<file path="src/rtl/rf_pkg.sv">
// Shared defaults, types and helpers for the multi-ported register file.
package rf_pkg;

  localparam int RF_ADDR  = 5;
  localparam int RF_BUS_W = 32;

  // Widest busy vector popcount accepts (ADDR up to 10).
  localparam int POP_MAX = 1024;

  typedef logic [RF_ADDR-1:0]  reg_addr_t;
  typedef logic [RF_BUS_W-1:0] reg_data_t;
  typedef logic [POP_MAX-1:0]  pop_vec_t;

  function automatic int unsigned popcount(input pop_vec_t v);
    int unsigned n;
    n = 0;
    for (int i = 0; i < POP_MAX; i++) n += {31'd0, v[i]};
    return n;
  endfunction

endpackage

</file>
<file path="src/rtl/rf_read_port.sv">
// One combinational read port: zero-register check, write bypass priority mux, busy select.
module rf_read_port #(
  parameter int ADDR   = 5,
  parameter int BUS_W  = 32,
  parameter int NW     = 1,
  parameter int BYPASS = 1
) (
  input  logic [ADDR-1:0]     addr,
  input  logic [BUS_W-1:0]    stored_data,
  input  logic                stored_busy,
  input  logic [NW-1:0]       w_en,
  input  logic [NW*ADDR-1:0]  w_addr,
  input  logic [NW*BUS_W-1:0] w_data,
  input  logic                bypass_en,
  output logic [BUS_W-1:0]    data,
  output logic                busy
);

  // NOTE: every output gets a default before any conditional assignment, so no latch is inferred.
  always_comb begin
    data = stored_data;
    busy = stored_busy;
    if (BYPASS != 0 && bypass_en) begin
      // Ascending scan: the highest matching write port is the last to assign.
      for (int k = 0; k < NW; k++) begin
        if (w_en[k] && w_addr[k*ADDR +: ADDR] == addr) begin
          data = w_data[k*BUS_W +: BUS_W];
          busy = 1'b0;
        end
      end
    end
    if (addr == '0) begin
      data = '0;
      busy = 1'b0;
    end
  end

endmodule

</file>
<file path="src/rtl/register_file_mp.sv">
// Multi-ported register file with hardwired zero register, per-register busy scoreboard
// and optional same-cycle write-to-read bypass.
module register_file_mp
  import rf_pkg::*;
#(
  parameter int ADDR   = RF_ADDR,
  parameter int BUS_W  = RF_BUS_W,
  parameter int NR     = 2,
  parameter int NW     = 1,
  parameter int BYPASS = 1
) (
  input  logic                clk,
  input  logic                rst,
  input  logic [NW-1:0]       w_en,
  input  logic [NW*ADDR-1:0]  w_addr,
  input  logic [NW*BUS_W-1:0] w_data,
  input  logic [NR*ADDR-1:0]  r_addr,
  output logic [NR*BUS_W-1:0] r_data,
  output logic [NR-1:0]       r_busy,
  input  logic                iss_valid,
  input  logic [ADDR-1:0]     iss_addr,
  output logic [ADDR:0]       busy_cnt
);

  localparam int DEPTH = 2**ADDR;

  typedef logic [ADDR:0] cnt_t;

  logic [BUS_W-1:0] mem [DEPTH];
  logic [DEPTH-1:0] busy;
  logic [DEPTH-1:0] busy_next;

  // Writes clear, then an issue sets, so a same-cycle issue to the written register keeps it busy.
  always_comb begin
    busy_next = busy;
    for (int k = 0; k < NW; k++) begin
      if (w_en[k]) busy_next[w_addr[k*ADDR +: ADDR]] = 1'b0;
    end
    if (iss_valid) busy_next[iss_addr] = 1'b1;
    busy_next[0] = 1'b0;
  end

  // NOTE: storage is a flop array rather than an SRAM macro, so clearing it on reset is legal.
  always_ff @(posedge clk) begin
    if (rst) begin
      for (int a = 0; a < DEPTH; a++) mem[a] <= '0;
      busy     <= '0;
      busy_cnt <= '0;
    end else begin
      // NOTE: non-blocking writes in an ascending loop let the highest enabled port win a collision.
      for (int k = 0; k < NW; k++) begin
        if (w_en[k] && w_addr[k*ADDR +: ADDR] != '0)
          mem[w_addr[k*ADDR +: ADDR]] <= w_data[k*BUS_W +: BUS_W];
      end
      busy     <= busy_next;
      busy_cnt <= cnt_t'(popcount(pop_vec_t'(busy_next)));
    end
  end

  for (genvar j = 0; j < NR; j++) begin : g_read
    rf_read_port #(
      .ADDR   (ADDR),
      .BUS_W  (BUS_W),
      .NW     (NW),
      .BYPASS (BYPASS)
    ) u_read_port (
      .addr        (r_addr[j*ADDR +: ADDR]),
      .stored_data (mem[r_addr[j*ADDR +: ADDR]]),
      .stored_busy (busy[r_addr[j*ADDR +: ADDR]]),
      .w_en        (w_en),
      .w_addr      (w_addr),
      .w_data      (w_data),
      .bypass_en   (~rst),
      .data        (r_data[j*BUS_W +: BUS_W]),
      .busy        (r_busy[j])
    );
  end

endmodule
</file>
<file path="config.mk">
export PLATFORM = sky130hd
export DESIGN_NAME = register_file_mp
export DESIGN_NICKNAME = d
export VERILOG_FILES = /design/src/rtl/rf_pkg.sv /design/src/rtl/rf_read_port.sv /design/src/rtl/register_file_mp.sv
export SDC_FILE = /design/constraint.sdc
export NUM_CORES = 2
export LEC_CHECK = 0
export BUFFER_PORTS_ARGS = -buffer_cell sky130_fd_sc_hd__buf_2
export CAP_MARGIN = 10
export CORE_MARGIN = 3
export CORE_UTILIZATION = 40
export CTS_CLUSTER_DIAMETER = 60
export DETAILED_ROUTE_END_ITERATION = 6
export PLACE_DENSITY = 0.63
export SYNTH_ARGS = -nofsm -noshare
export SYNTH_HDL_FRONTEND = slang
export SYNTH_HIERARCHICAL = 1
export SYNTH_SLANG_ARGS = --single-unit
</file>
<file path="constraint.sdc">
create_clock -name clk -period 17.1 [get_ports clk]
set_clock_uncertainty 0.05 [all_clocks]
set_input_delay 2.565 -clock clk [delete_from_list [all_inputs] [get_ports clk]]
set_output_delay 2.565 -clock clk [all_outputs]
set_load 0.02 [all_outputs]
</file>
# Word-level counts from Yosys, hierarchy flattened
# Memory sizes are Yosys's and may differ from the RTL's.
# Index checks and enable logic that the tools add are counted.
# op_classes
n_reduce_logical,9
muxes,30
addsub,30
magnitude_cmp,6
eq_ne,2
bitwise_logic,3
# ops
cell,count
2-to-1 mux 32 bit,9
adder 6 x 1 -> 6 bit,25
bitwise AND 32 bit,1
NOT 32 bit,1
OR 32 bit,1
OR reduction 32 bit,1
less-than comparator 5 x 6 -> 1 bit (second input constant),4
2-to-1 mux 1 bit,16
binary-select mux 1 bit (select 5 bit),2
demux 1 bit (select 5 bit),2
== test 5 bit,2
>= comparator 5 x 1 -> 1 bit (second input constant),2
logical NOT 5 bit,2
adder 5 x 1 -> 6 bit,1
adder 4 x 1 -> 5 bit,1
logical AND 1 bit,5
2-to-1 mux 5 bit,1
nonzero test 5 bit,1
adder 3 x 1 -> 4 bit,1
adder 2 x 1 -> 3 bit,1
adder 1 x 1 -> 2 bit,1
# totals
reg_bits,38
n_memories,1
wordCells,84
in_bits,56
out_inout_bits,72
mem_bits_rw,1024
# memory_table
memory,depth,width,rd,rd_clocked_by_memory_dff,write_ports,line_no,source
mem,32,32,2,0,32,register_file_mp.sv:29,logic [BUS_W-1:0] mem [DEPTH];

# Logic depth before layout (Yosys ltp)
# depth
word_depth,39
ltp_mapped,19
ltp_nobuf,18

# Cells and area by module
# Netlist, hierarchy kept.
# by_module_without_submodules
mod,n_inst,cells_each,seq_area_each_um2,area_per_inst_um2
register_file_mp,1,3611,31490.2,55794.8
rf_read_port,2,126,0.0,655.6

# Worst setup path before layout
# No wires, ideal clock.
# synth_timing
path_type,input port to flip-flop
start,in w_addr[3]
end,reg busy_cnt[4]
setup_slack_ns,9.379
arrival_ns,7.544
n_path_buf,1
setup_ns,0.127
path_stages,19
t_required_ns,16.923
cell_sequence,buf_2 nor3b_1 nand2_1 a22oi_1 fa_1 fa_1 inv_1 fa_1 fa_1 inv_1 fa_1 fa_1 fa_1 inv_1 fa_1 a21o_1 a21oi_1 xor2_1 nor2_1
# synth_between
elab_chain_cells,39
elab_cells_between_ends,40
classes_between,30 x add/sub; 2 x order compare; 4 x mux; 3 x bitwise; 1 x reduce/logical
# synth_lines
element,line_no,source
start: declaration,register_file_mp.sv:15,"input logic [NW*ADDR-1:0] w_addr,"
less-than comparator 5 x 6 -> 1 bit (not written as such) / >= comparator 5 x 1 -> 1 bit (equally long branches),register_file_mp.sv:37,if (w_en[k]) busy_next[w_addr[k*ADDR +: ADDR]] = 1'b0;
logical AND 1 bit (not written as such),register_file_mp.sv:37,
2-to-1 mux 1 bit (not written as such),register_file_mp.sv:37,
demux 1 bit (select 5 bit) (*),register_file_mp.sv:37,
NOT 32 bit (no source line) (*),--,
bitwise AND 32 bit (no source line) (*),--,
2-to-1 mux 32 bit (*),register_file_mp.sv:37,
OR 32 bit (no source line),--,
2-to-1 mux 32 bit (*),register_file_mp.sv:39,if (iss_valid) busy_next[iss_addr] = 1'b1;
adder 1 x 1 -> 2 bit,rf_pkg.sv:17,"for (int i = 0; i < POP_MAX; i++) n += {31'd0, v[i]};"
adder 2 x 1 -> 3 bit,rf_pkg.sv:17,
adder 3 x 1 -> 4 bit,rf_pkg.sv:17,
adder 4 x 1 -> 5 bit,rf_pkg.sv:17,
adder 5 x 1 -> 6 bit,rf_pkg.sv:17,
adder 6 x 1 -> 6 bit (24 in series),rf_pkg.sv:17,
adder 6 x 1 -> 6 bit (*),rf_pkg.sv:17,
end signal: assignment,register_file_mp.sv:56,busy_cnt <= cnt_t'(popcount(pop_vec_t'(busy_next)));
end: declaration,register_file_mp.sv:22,output logic [ADDR:0] busy_cnt
# Mark *: on every way between the ends. The rest lies on a longest branch, timed or not.
# A chain may end at the register's enable or synchronous reset.

# Worst setup path after layout
# layout_timing
start,in r_addr[5]
end,out r_data[36]
# layout_between
elab_chain_cells,5
elab_cells_between_ends,7
classes_between,1 x eq/ne; 3 x mux; 2 x reduce/logical; 1 x memory
# layout_lines
element,line_no,source
start: declaration,register_file_mp.sv:17,"input logic [NR*ADDR-1:0] r_addr,"
branches (longest 4 deep; another with memory read (32 x 32 bit)),--,
2-to-1 mux 32 bit (*),rf_read_port.sv:32,if (addr == '0) begin
end: declaration,register_file_mp.sv:18,"output logic [NR*BUS_W-1:0] r_data,"
# Mark *: on every way between the ends.

==> flow_summary.ini <==
[outcome]
outcome = finished clean

[grt]
grtUsageTotal_pct = 27.12
grt_pass1_vias = 36936
grt-ovfl-total = 0
grt_pass1_wl_mm = 281.6
antenna_found_initial = 27
grt_max_degree = 157

[synth]
syn_inst = 3863
synth_edf_count = 1024
synth_top_cell_by_area = edfxtp_1
ys_types = 61
ys_seq_elements = 1061
synth_flop_cell = edfxtp_1
yosysWarnings = 6
synth_area_leaders = edfxtp_1 54%, mux4_2 20%, and2_1 11%
ys_seq_area_share_pct = 55.14
synth_top_cell_area_share_pct = 53.85
netlist_area_sq_mm = 0.05711
synth.avg_cell_area_sq_um = 14.78
async_flop_share_pct = 0

[power]
combPwrFrac_pct = 12.1
power_mw = 6.367
power.density_mw_per_mm2 = 100.7
seq_power_share_pct = 48.1
power_switching_mw = 1.651
peakVddDrop_mv = 0.09164
p_int_mw = 4.716
p_sw_share_pct = 25.93
power.share.clock_pct = 39.8
power_leakage_nw = 21.32

[setup_path]
slowest_delay_ps = 950
rr_worst_depth = 16
reg2reg_from = busy[6]$_SDFF_PP0_
critical_path.slowest_cell = nor4_1
critical_path_buf_inv_count = 4
cp_num_cells = 9
endpoint = r_data[36]
r2r_slack_ps = 11760
worstSetupPathType = input port to output port
critPathArrivalTime_ps = 6810
startpoint = r_addr[5]
cp_top_family = buffers and inverters
end_kind = output port
worst-path-max-fanout = 109
r2r_end = busy_cnt[4]$_SDFF_PP0_
crit_chain = buf_8 -> buf_4 -> buf_12 -> mux4_2 -> o22ai_1 -> nor4_1 -> nand2_1 -> o21ai_0 -> buf_2
startpoint_type = input port
required_ps = 14490

[clock_network]
numClockSinks = 1061
root_buffer = clkbuf_16
cts_tree = done
path_clk_slew_ps = 50
cts_setup_buffers = 0
cts.repair.resized = 0
clk_latency_ps = 710
htree_levels = 3
holdBufCountCts = 0
cts_buffer_depth = 3
cts_buffers = 118

[floorplan]
design.core.area_sq_mm = 0.1416
die_w_um = 383.8
initial_utilization_pct = 40.33
io_pins = 128
dieArea_sq_mm = 0.1473
die_h_um = 383.8
rows = 138

[final_layout]
num-nets-final = 3914
synthToLayoutAreaGrowth_pct = 10.74
design_area_sq_mm = 0.06324
fill_cells = 12367
drive_above_1_share_pct = 25.73
final_cells = 5826

[run]
cap_violations = 0

[detailed_routing]
wl_per_cell_um = 34.57
first_pass_iters = 6
routed_wl_mm = 201.4
post-route-drc-count = 0
avgViaCountPerCell = 6.453
drtIter0Drc = 5509
ant_nets = 0
vias = 37597

[place]
dpl_cell_area_sq_mm = 0.05943
dp.cells = 5598
hpwl_mm = 115.7
gp_congestion = 0.8406
port_buffers = 127

[sta]
final-setup-viol-count = 0
min_period_over_period_pct = 55.10
rsz0062_at_grt = false
period_minus_slack_ps = 9423
fin_setup_tns_ps = 0
slew_headroom_pct = 12.37
tightest_slew_ps = 1301
fmax_mhz = 106.1
hold_viol_final = 0
final-max-slew-violation-count = 0

[worst_hold_path]
hold_path_class = flip-flop to flip-flop
[worst min-delay path by stage]
stage,end,startpoint,depth (start not counted)
finish,busy[14]$_SDFF_PP0_,busy[14]$_SDFF_PP0_,2
CTS,busy[14]$_SDFF_PP0_,busy[14]$_SDFF_PP0_,2
global placement,busy[26]$_SDFF_PP0_,busy[26]$_SDFF_PP0_,2
global route,busy[14]$_SDFF_PP0_,busy[14]$_SDFF_PP0_,2
detailed placement,busy[14]$_SDFF_PP0_,busy[14]$_SDFF_PP0_,2
floorplan,busy[8]$_SDFF_PP0_,busy[8]$_SDFF_PP0_,2
[cell usage after synthesis (all sizes together) (2+ instances only)]
cell / n
or3b: 3
mux2i: 6
fa: 23
nand2b: 2
o21ai: 92
o22ai: 259
mux2: 8
nor4: 66
o21a: 2
a22oi: 24
nand3b: 9
a22o: 7
ha: 7
buf: 145
dfxtp: 37
nand3: 9
clkbuf: 271
nor2b: 7
and3: 5
o31a: 2
inv: 29
nor3b: 9
nor3: 6
and3b: 6
xor2: 11
mux4: 520
and2: 1001
or3: 4
nor2: 72
nand2: 117
edfxtp: 1024
nand4: 67
[logic make-up (layout without fill, tap and decap cells)]
| kind of cell | after synthesis | in the layout | share of synthesized area, % |
|---|---|---|---|
| AOI/OAI and AO/OA | 395 | 395 | 4.251 |
| xor gates and xnor gates | 12 | 12 | 0.1840 |
| adders and majority gates | 30 | 30 | 0.9597 |
| buffers and inverters | 445 | 477 | 4.115 |
| DFF | 1061 | 1061 | 55.14 |
| muxes | 534 | 534 | 20.81 |
| other | 1 | 42 | 0.006567 |
| and+or+nand+nor | 1385 | 1385 | 14.53 |
[cell usage in the layout, fill, tap and decap left out, drive strengths merged, types with 3 or more instances in the layout]
| cell | n |
|---|---|
| a22o | 7 |
| a22oi | 24 |
| and2 | 1001 |
| and3 | 5 |
| and3b | 6 |
| buf | 230 |
| bufinv | 10 |
| clkbuf | 143 |
| clkinv | 49 |
| clkinvlp | 5 |
| conb | 32 |
| dfxtp | 37 |
| diode | 10 |
| edfxtp | 1024 |
| fa | 23 |
| ha | 7 |
| inv | 40 |
| mux2 | 8 |
| mux2i | 6 |
| mux4 | 520 |
| nand2 | 117 |
| nand3 | 9 |
| nand3b | 9 |
| nand4 | 67 |
| nor2 | 72 |
| nor2b | 7 |
| nor3 | 6 |
| nor3b | 9 |
| nor4 | 66 |
| o21ai | 92 |
| o22ai | 259 |
| or3 | 4 |
| or3b | 3 |
| xor2 | 11 |
[final cells by class]
class,count,area (sq um),share of cell area (%)
sequential,1061,31490,49.79
multi-input combinational,2388,23980,37.91
clock buffer,143,3057,4.833
tap,1890,2365,3.739
timing repair buffer,230,1489,2.354
clock inverter,75,732.0,1.157
inverter,29,108.9,0.1721
antenna,10,25.02,0.03957
[worst min-delay path, stage by stage (launching register included)]
cell     delay, ps
dfxtp_1        350
a22oi_1        110
nor2_1          90
[per-layer routing]
metal | part of all wire [%] | track usage, %
met5 | 0.032 | 0
met4 | 5.0 | 12.36
met3 | 12 | 5.992
met2 | 47 | 42.98
met1 | 36 | 35.77
[power by group through the flow]
stage          logic (mW)  registers [mW]  clock network [mW]
2_1_floorplan       0.503            3.09                   0
3_3_place_gp        0.754            3.11                   0
3_5_place_dp        0.759            3.11                   0
4_1_cts             0.761            3.06                2.54
5_1_grt             0.799            3.08                2.64
6_report            0.770            3.06                2.53
[registers in the layout, indices dropped and copies added, names as in the netlist]
register,count
busy_cnt,6
busy,31
mem,1024
[per-stage QoR]
step | setup slack, ps | util [%] | hold WS (ps)
3_5_place_dp | 7709 | 41.97 | 524.9
3_3_place_gp | 7607 | 41.97 | 520.9
6_report | 7677 | 44.67 | 537.8
2_1_floorplan | 9379 | - | 466.3
5_1_grt | 7344 | 44.65 | 567.8
4_1_cts | 7695 | 44.65 | 537.1
(Power assumes the default switching activity.)
